==> config.mk <==
export PLATFORM = sky130hd
export DESIGN_NAME = evt_board_reader_flat
export DESIGN_NICKNAME = d
export VERILOG_FILES = /design/src/rtl/evt_board_reader_pkg.sv /design/src/rtl/evt_board_reader_if.sv /design/src/rtl/evt_skid_buffer.sv /design/src/rtl/evt_board_reader.sv /design/src/flat_wrapper.sv
export SDC_FILE = /design/constraint.sdc
export NUM_CORES = 1
export LEC_CHECK = 0
export BUFFER_PORTS_ARGS = -buffer_cell sky130_fd_sc_hd__buf_2
export CAP_MARGIN = 20
export CORE_ASPECT_RATIO = 1.25
export CORE_MARGIN = 2
export CORE_UTILIZATION = 25
export DETAILED_ROUTE_END_ITERATION = 10
export MAX_ROUTING_LAYER = met4
export PLACE_DENSITY = 0.4
export SYNTH_ARGS = -nofsm -noshare
export SYNTH_HDL_FRONTEND = slang
export SYNTH_SLANG_ARGS = --single-unit
==> constraint.sdc <==
create_clock -name es_clk -period 8.05 [get_ports es_clk]
set_clock_uncertainty 0.2 [all_clocks]
set_input_delay 0 -clock es_clk [delete_from_list [all_inputs] [get_ports es_clk]]
set_output_delay 0 -clock es_clk [all_outputs]
set_load 0.05 [all_outputs]
==> src/rtl/evt_board_reader_pkg.sv <==
// Shared event-sync definitions: framing tags, field positions, FSM states
// and a word classifier used by the board reader.
package evt_board_reader_pkg;

    // Field positions inside a 64-bit payload (metadata flag sits above it)
    localparam int TAG_HI  = 63;
    localparam int TAG_LO  = 56;
    localparam int BID_HI  = 55;
    localparam int BID_LO  = 48;
    localparam int L0ID_HI = 31;
    localparam int L0ID_LO = 0;

    localparam logic [7:0] HDR_TAG = 8'hAB;
    localparam logic [7:0] FTR_TAG = 8'hCD;

    // err_flags bit order: [0] size, [1] board id, [2] no header, [3] no footer
    localparam int ERR_NO_HDR = 2;

    typedef enum logic {
        ST_IDLE = 1'b0,
        ST_DATA = 1'b1
    } evt_state_e;

    typedef enum logic [1:0] {
        W_DATA,
        W_HDR,
        W_FTR,
        W_META
    } word_kind_e;

    function automatic word_kind_e classify(input logic meta, input logic [7:0] tag);
        if (!meta)          return W_DATA;
        if (tag == HDR_TAG) return W_HDR;
        if (tag == FTR_TAG) return W_FTR;
        return W_META;
    endfunction

endpackage

==> src/rtl/evt_board_reader_if.sv <==
// FIFO read side, downstream stream and event summary of the board reader.
interface evt_board_reader_if #(
    parameter int DATA_WIDTH     = 65,
    parameter int MAX_WORDS_BITS = 16
);
    logic [DATA_WIDTH-1:0]     fifo_data;
    logic                      fifo_empty;
    logic                      fifo_rd_en;
    logic [DATA_WIDTH-1:0]     out_data;
    logic                      out_valid;
    logic                      out_ready;
    logic                      evt_done;
    logic [31:0]               evt_l0id;
    logic [MAX_WORDS_BITS-1:0] evt_nwords;
    logic [3:0]                err_flags;
    logic [31:0]               evt_count;

    // master: the reader block; slave: FIFO + downstream consumer
    modport master (
        input  fifo_data, fifo_empty, out_ready,
        output fifo_rd_en, out_data, out_valid,
               evt_done, evt_l0id, evt_nwords, err_flags, evt_count
    );
    modport slave (
        output fifo_data, fifo_empty, out_ready,
        input  fifo_rd_en, out_data, out_valid,
               evt_done, evt_l0id, evt_nwords, err_flags, evt_count
    );
endinterface

==> src/rtl/evt_skid_buffer.sv <==
// Two-entry skid buffer between the FIFO read port and the output stream.
module evt_skid_buffer #(
    parameter int DATA_WIDTH = 65
) (
    input  logic                  clk_i,
    input  logic                  rst_n_i,
    input  logic                  srst_n_i,
    input  logic                  push_i,
    input  logic [DATA_WIDTH-1:0] data_i,
    input  logic                  pop_i,
    output logic [DATA_WIDTH-1:0] data_o,
    output logic                  valid_o,
    output logic [1:0]            count_o
);
    logic [1:0][DATA_WIDTH-1:0] mem_q;
    logic                       wr_ptr_q;
    logic                       rd_ptr_q;
    logic [1:0]                 count_q;

    // storage and pointers; caller guarantees no push when full, no pop when empty
    always_ff @(posedge clk_i or negedge rst_n_i) begin
        if (!rst_n_i) begin
            mem_q    <= '0;
            wr_ptr_q <= 1'b0;
            rd_ptr_q <= 1'b0;
            count_q  <= '0;
        end else if (!srst_n_i) begin
            mem_q    <= '0;
            wr_ptr_q <= 1'b0;
            rd_ptr_q <= 1'b0;
            count_q  <= '0;
        end else begin
            if (push_i) begin
                mem_q[wr_ptr_q] <= data_i;
                wr_ptr_q        <= ~wr_ptr_q;
            end
            if (pop_i) rd_ptr_q <= ~rd_ptr_q;
            count_q <= count_q + {1'b0, push_i} - {1'b0, pop_i};
        end
    end

    assign data_o  = mem_q[rd_ptr_q];
    assign valid_o = (count_q != 2'd0);
    assign count_o = count_q;
endmodule

==> src/rtl/evt_board_reader.sv <==
// Reads one output board's event FIFO, forwards every word downstream and
// checks header/data/footer framing, publishing a summary per event.
module evt_board_reader
    import evt_board_reader_pkg::*;
#(
    parameter int DATA_WIDTH     = 65,
    parameter int BOARD_ID       = 0,
    parameter int MAX_WORDS_BITS = 16
) (
    input  logic               es_clk,
    input  logic               es_rst_n,
    input  logic               es_srst_n,
    evt_board_reader_if.master bus
);
    localparam int MW = MAX_WORDS_BITS;

    typedef struct packed {
        evt_state_e      state;
        logic [31:0]     cur_l0id;
        logic [3:0]      err;
        logic [MW-1:0]   wcnt;
        logic            done;
        logic [31:0]     l0id;
        logic [MW-1:0]   nwords;
        logic [3:0]      flags;
    } fsm_t;

    fsm_t                  r_q;
    logic [31:0]           evt_count_q;
    logic                  run_q;
    logic                  rd_inflight_q;
    logic                  rd_en;
    logic                  pop;
    logic                  head_vld;
    logic [DATA_WIDTH-1:0] head;
    logic [1:0]            skid_cnt;
    logic [2:0]            committed;
    word_kind_e            kind;
    logic                  bid_bad;
    logic [31:0]           hdr_l0id;
    logic [MW-1:0]         ftr_cnt;

    // Occupancy the skid will have after this edge without a new read:
    // counting the in-flight word and a same-cycle pop keeps 1 word/cycle.
    assign pop       = head_vld & bus.out_ready;
    assign committed = {1'b0, skid_cnt} + {2'b00, rd_inflight_q} - {2'b00, pop};
    assign rd_en     = run_q & ~bus.fifo_empty & (skid_cnt != 2'd2) & (committed < 3'd2);

    // run_q holds reads off while in reset; in-flight tracks the 1-cycle FIFO latency
    always_ff @(posedge es_clk or negedge es_rst_n) begin
        if (!es_rst_n) begin
            run_q         <= 1'b0;
            rd_inflight_q <= 1'b0;
        end else if (!es_srst_n) begin
            run_q         <= 1'b0;
            rd_inflight_q <= 1'b0;
        end else begin
            run_q         <= 1'b1;
            rd_inflight_q <= rd_en;
        end
    end

    evt_skid_buffer #(.DATA_WIDTH(DATA_WIDTH)) u_skid (
        .clk_i    (es_clk),
        .rst_n_i  (es_rst_n),
        .srst_n_i (es_srst_n),
        .push_i   (rd_inflight_q),
        .data_i   (bus.fifo_data),
        .pop_i    (pop),
        .data_o   (head),
        .valid_o  (head_vld),
        .count_o  (skid_cnt)
    );

    assign kind     = classify(head[DATA_WIDTH-1], head[TAG_HI:TAG_LO]);
    assign bid_bad  = (head[BID_HI:BID_LO] != BOARD_ID[7:0]);
    assign hdr_l0id = head[L0ID_HI:L0ID_LO];
    assign ftr_cnt  = head[MW-1:0];

    // Framing FSM: words are classified as they leave the skid buffer
    always_ff @(posedge es_clk or negedge es_rst_n) begin
        if (!es_rst_n) begin
            r_q         <= '0;
            evt_count_q <= '0;
        end else if (!es_srst_n) begin
            r_q         <= '0;
            evt_count_q <= '0;
        end else begin
            r_q.done <= 1'b0;
            if (pop) begin
                unique case (r_q.state)
                    ST_IDLE: begin
                        if (kind == W_HDR) begin
                            r_q.state    <= ST_DATA;
                            r_q.cur_l0id <= hdr_l0id;
                            r_q.err      <= {2'b00, bid_bad, 1'b0};
                            r_q.wcnt     <= '0;
                        end else begin
                            r_q.err[ERR_NO_HDR] <= 1'b1;
                        end
                    end
                    ST_DATA: begin
                        case (kind)
                            W_DATA: if (!(&r_q.wcnt)) r_q.wcnt <= r_q.wcnt + MW'(1);
                            W_FTR: begin
                                r_q.done    <= 1'b1;
                                r_q.l0id    <= r_q.cur_l0id;
                                r_q.nwords  <= r_q.wcnt;
                                r_q.flags   <= {r_q.err[3:1], r_q.err[0] | (r_q.wcnt != ftr_cnt)};
                                evt_count_q <= evt_count_q + 32'd1;
                                r_q.state   <= ST_IDLE;
                            end
                            W_HDR: begin
                                // close the open event as footer-less, then start the new one
                                r_q.done     <= 1'b1;
                                r_q.l0id     <= r_q.cur_l0id;
                                r_q.nwords   <= r_q.wcnt;
                                r_q.flags    <= {1'b1, r_q.err[2:0]};
                                evt_count_q  <= evt_count_q + 32'd1;
                                r_q.cur_l0id <= hdr_l0id;
                                r_q.err      <= {2'b00, bid_bad, 1'b0};
                                r_q.wcnt     <= '0;
                            end
                            default: ;
                        endcase
                    end
                endcase
            end
        end
    end

    assign bus.fifo_rd_en = rd_en;
    assign bus.out_data   = head;
    assign bus.out_valid  = head_vld;
    assign bus.evt_done   = r_q.done;
    assign bus.evt_l0id   = r_q.l0id;
    assign bus.evt_nwords = r_q.nwords;
    assign bus.err_flags  = r_q.flags;
    assign bus.evt_count  = evt_count_q;
endmodule

==> src/flat_wrapper.sv <==
// flat-port wrapper written by rule: the top's interface ports become plain ports
module evt_board_reader_flat import evt_board_reader_pkg::*;
#(
    parameter int DATA_WIDTH     = 65,
    parameter int BOARD_ID       = 0,
    parameter int MAX_WORDS_BITS = 16
)
  (es_clk, es_rst_n, es_srst_n, bus_fifo_data, bus_fifo_empty, bus_out_ready, bus_fifo_rd_en, bus_out_data, bus_out_valid, bus_evt_done, bus_evt_l0id, bus_evt_nwords, bus_err_flags, bus_evt_count);
  evt_board_reader_if #(.DATA_WIDTH(DATA_WIDTH), .MAX_WORDS_BITS(MAX_WORDS_BITS)) bus_i ();
  input  logic es_clk;
  input  logic es_rst_n;
  input  logic es_srst_n;
  input wire logic [$bits(bus_i.fifo_data)-1:0] bus_fifo_data;
  input wire logic [$bits(bus_i.fifo_empty)-1:0] bus_fifo_empty;
  input wire logic [$bits(bus_i.out_ready)-1:0] bus_out_ready;
  output wire logic [$bits(bus_i.fifo_rd_en)-1:0] bus_fifo_rd_en;
  output wire logic [$bits(bus_i.out_data)-1:0] bus_out_data;
  output wire logic [$bits(bus_i.out_valid)-1:0] bus_out_valid;
  output wire logic [$bits(bus_i.evt_done)-1:0] bus_evt_done;
  output wire logic [$bits(bus_i.evt_l0id)-1:0] bus_evt_l0id;
  output wire logic [$bits(bus_i.evt_nwords)-1:0] bus_evt_nwords;
  output wire logic [$bits(bus_i.err_flags)-1:0] bus_err_flags;
  output wire logic [$bits(bus_i.evt_count)-1:0] bus_evt_count;
  assign bus_i.fifo_data = bus_fifo_data;
  assign bus_i.fifo_empty = bus_fifo_empty;
  assign bus_i.out_ready = bus_out_ready;
  assign bus_fifo_rd_en = bus_i.fifo_rd_en;
  assign bus_out_data = bus_i.out_data;
  assign bus_out_valid = bus_i.out_valid;
  assign bus_evt_done = bus_i.evt_done;
  assign bus_evt_l0id = bus_i.evt_l0id;
  assign bus_evt_nwords = bus_i.evt_nwords;
  assign bus_err_flags = bus_i.err_flags;
  assign bus_evt_count = bus_i.evt_count;
  evt_board_reader #(.DATA_WIDTH(DATA_WIDTH), .BOARD_ID(BOARD_ID), .MAX_WORDS_BITS(MAX_WORDS_BITS)) u_core (.es_clk(es_clk), .es_rst_n(es_rst_n), .es_srst_n(es_srst_n), .bus(bus_i));
endmodule
==> results.ini <==
[run_status]
outcome = complete, no violations

[route]
drt_pass1_iterations = 5
drt_iter0_drc = 368
drtAntennaViolNets = 0
drc = 0
drt-total-wl_um = 38200
vias = 8897
via_per_inst = 4.64
wl_per_cell_um = 19.9

[floorplan]
die_x_um = 201
ios = 222
die_area_mm2 = 0.0503
core_area_mm2 = 0.0481
fp-row-count = 90
start_util_pct = 25.2
die_h_um = 250

[synth]
synth-seq-area-share_pct = 56.2
syn_avg_cell_area_um2 = 12.0
synthCells = 1014
async_reset_ff_share_pct = 100
yosysUniqueCellTypes = 58
synth-xor-area-share_pct = 3.47
netlist_area_mm2 = 0.0121
yosysTopAreaCell = dfrtp_1
synth_top_area_share_pct = 56.2
synth_nets = 1091
synth_edf_count = 0
synth-simple-area-share_pct = 7.70
synthFlopType = dfrtp_1
synthAdderAreaFrac_pct = 0.784
synth_common_cells = dfrtp_1, a22o_1, buf_4
synth_top_family_by_area = compound AO/OA/AOI/OAI gates
yosys-top-cells-area = dfrtp_1, a22o_1, buf_4, mux2_2, mux2i_1
synthMuxAreaShare_pct = 5.71
ys_seq_elements = 272
synth_compound_area_share_pct = 19.0
yosysWarnings = 0
synth.most_common_cell = dfrtp_1

[final_layout]
drive_gt1_share_pct = 27.1
synthToLayoutAreaGrowth_pct = 28.1
layout.nets = 1324

[pwr]
ir_drop_v = 0.000154
p_comb_share_pct = 16.6
power.switching_mw = 1.05
clkPwrFrac_pct = 42.9
p_sw_share_pct = 29.2
seqPwrFrac_pct = 40.6
power_density_mw_per_mm2 = 232
intPower_mw = 2.55
p_leak_nw = 7.76

[critical_path]
crit_end = u_core.bus.evt_l0id[22]
worstPathArrival_ns = 5.06
cp-end-kind = flip-flop
start_kind = flip-flop
crit_path_start = u_core.u_skid.rd_ptr_q
r2r_cells = 8
r2r-end = u_core.bus.evt_l0id[22]
crit_required_ns = 8.32
crit_type = reg -> reg
reg2reg_from = u_core.u_skid.rd_ptr_q
path_max_fanout = 49
ff2ff_setup_slack_ns = 3.25

[cts]
cts_buffers = 34
ctsResizeCount = 0
cts_num_sinks = 272
cts-root-buf = clkbuf_16
hold_buffers = 81
clock_latency_ns = 0.54
path_clk_slew_ns = 0.06
tritoncts = done
htree_levels = 2
cts_buffer_depth = 3
post-cts-setup-buffers = 0

[job]
cap_violations = 0

[global_route]
grt_max_degree = 159
grt_pass1_wl_um = 59000
antenna_found_initial = 1
track_usage_pct = 15.7
grt-ovfl-total = 0
grt_pass1_vias = 9316

[placement]
dp_slack_ns = 3.31
dp_hpwl_um = 24200
port_buffers = 221
place_congestion = 0.792

[timing]
fmax_ghz = 0.208
grt_setup_unrepaired = no
fin_ws_ns = 3.25
maxSlewViolCount = 0
tightest_slew_ns = 1.06
hold_viol_final = 0
fin_crit_sh_pct = 59.6
setup_viol = 0
fin_tns_setup_ns = 0
relSlewSlack_pct = 29.1
timing.hold.ws_ns = 0.0325
fin_crit_ns = 4.80

[min_path]
hold_path_class = in -> reg

stage by stage:
stage	instances	instance area, µm²	util, %	power [mW]
2_1_floorplan	1014	12100	-	1.85
3_3_place_gp	1772	13500	28.2	2.06
3_5_place_dp	1773	13600	28.2	2.06
4_1_cts	1914	15500	32.2	3.67
5_1_grt	1916	15500	32.3	3.77
6_report	1916	15500	32.3	3.60
logic make-up after synthesis:
family	after synthesis
DFF	272
xor gates and xnor gates	48
adders and majority gates	7
AOI/OAI and AO/OA	268
buffers and inverters	170
muxes	64
and+or+nand+nor	185
layer usage:
| metal | GRT usage (%) | vias up | share of wire (%) | wire length, µm |
|---|---|---|---|---|
| li1 | - | 4124 | - | - |
| met1 | 19.4 | 4492 | 44 | 16800 |
| met2 | 24.6 | 221 | 47 | 17900 |
| met3 | 4.09 | 60 | 5.6 | 2140 |
| met4 | 5.97 | 0 | 3.7 | 1400 |
| met5 | - | - | 0 | 0 |
worst max-delay path: stages, from the launching register on:
cell     delay, ns
dfrtp_4       0.62
buf_4         0.77
mux2i_4       0.46
a21oi_1       0.11
ha_1          0.42
nor3_1        0.36
o21a_1        0.48
o21a_2        0.94
a22o_1        0.24
cells in the final DEF (no fill, tap or decap), types with 7 or more instances in the layout:
cell type / netlist / layout
buf_4: 54 / 17
nor4_1: 9 / 9
and3_1: 8 / 7
buf_2: 13 / 220
nand4_1: 11 / 11
dfrtp_1: 272 / 271
mux2_2: 31 / 31
dlygate4sd3_1: 0 / 81
clkbuf_16: 0 / 35
nand2_1: 31 / 31
nor2_1: 50 / 49
mux2i_1: 32 / 32
o31ai_1: 9 / 9
xor2_1: 13 / 13
clkbuf_8: 0 / 8
a22o_1: 180 / 180
xnor2_1: 35 / 35
inv_1: 44 / 44
o2bb2ai_1: 32 / 32
o21ai_0: 9 / 9
clkbuf_1: 43 / 10
nor3_1: 19 / 18
nand3_1: 27 / 27
a21o_1: 8 / 8
cell type report:
class / instances / area [µm²]
well taps: 644 / 806
multi-input cells: 572 / 4490
clock inverters: 7 / 92.6
flip-flops and latches: 272 / 6810
clock buffers: 53 / 1020
repair buffers: 322 / 2130
inverters: 45 / 169
fillers: 4945 / 32600
diodes: 1 / 2.50
state kept, by name, indices dropped and copies added (netlist names):
name,flops
u_core.bus.evt_nwords,16
u_core.run_q,1
u_core.bus.err_flags,4
u_core.u_skid.wr_ptr_q,1
u_core.u_skid.mem_q,130
u_core.rd_inflight_q,1
u_core.bus.evt_done,1
u_core.u_skid.rd_ptr_q,1
u_core.u_skid.count_o,2
u_core.bus.evt_count,32
u_core.r_q,51
u_core.bus.evt_l0id,32
worst min path at each step:
stage | startpoint | end | slack, ns | depth (start not counted)
floorplan | es_rst_n | u_core.bus.err_flags[0] | -0.50 | 0
global placement | es_rst_n | u_core.bus.evt_l0id[16] | -0.03 | 1
detailed placement | es_rst_n | u_core.bus.evt_l0id[12] | -0.03 | 1
CTS | bus_fifo_data[41] | u_core.u_skid.mem_q[41] | 0.0004 | 3
global route | bus_fifo_data[32] | u_core.u_skid.mem_q[32] | 0.02 | 3
finish | bus_fifo_data[46] | u_core.u_skid.mem_q[46] | 0.03 | 3
power by group through the flow:
stage,Sequential (mW),Clock (mW),Combinational (mW)
after global placement,1.48,0,0.574
after global routing,1.47,1.66,0.640
final,1.46,1.54,0.597
after floorplan,1.46,0,0.387
after detailed placement,1.48,0,0.575
after CTS,1.46,1.61,0.609
Power figures use the tool's default switching activity.
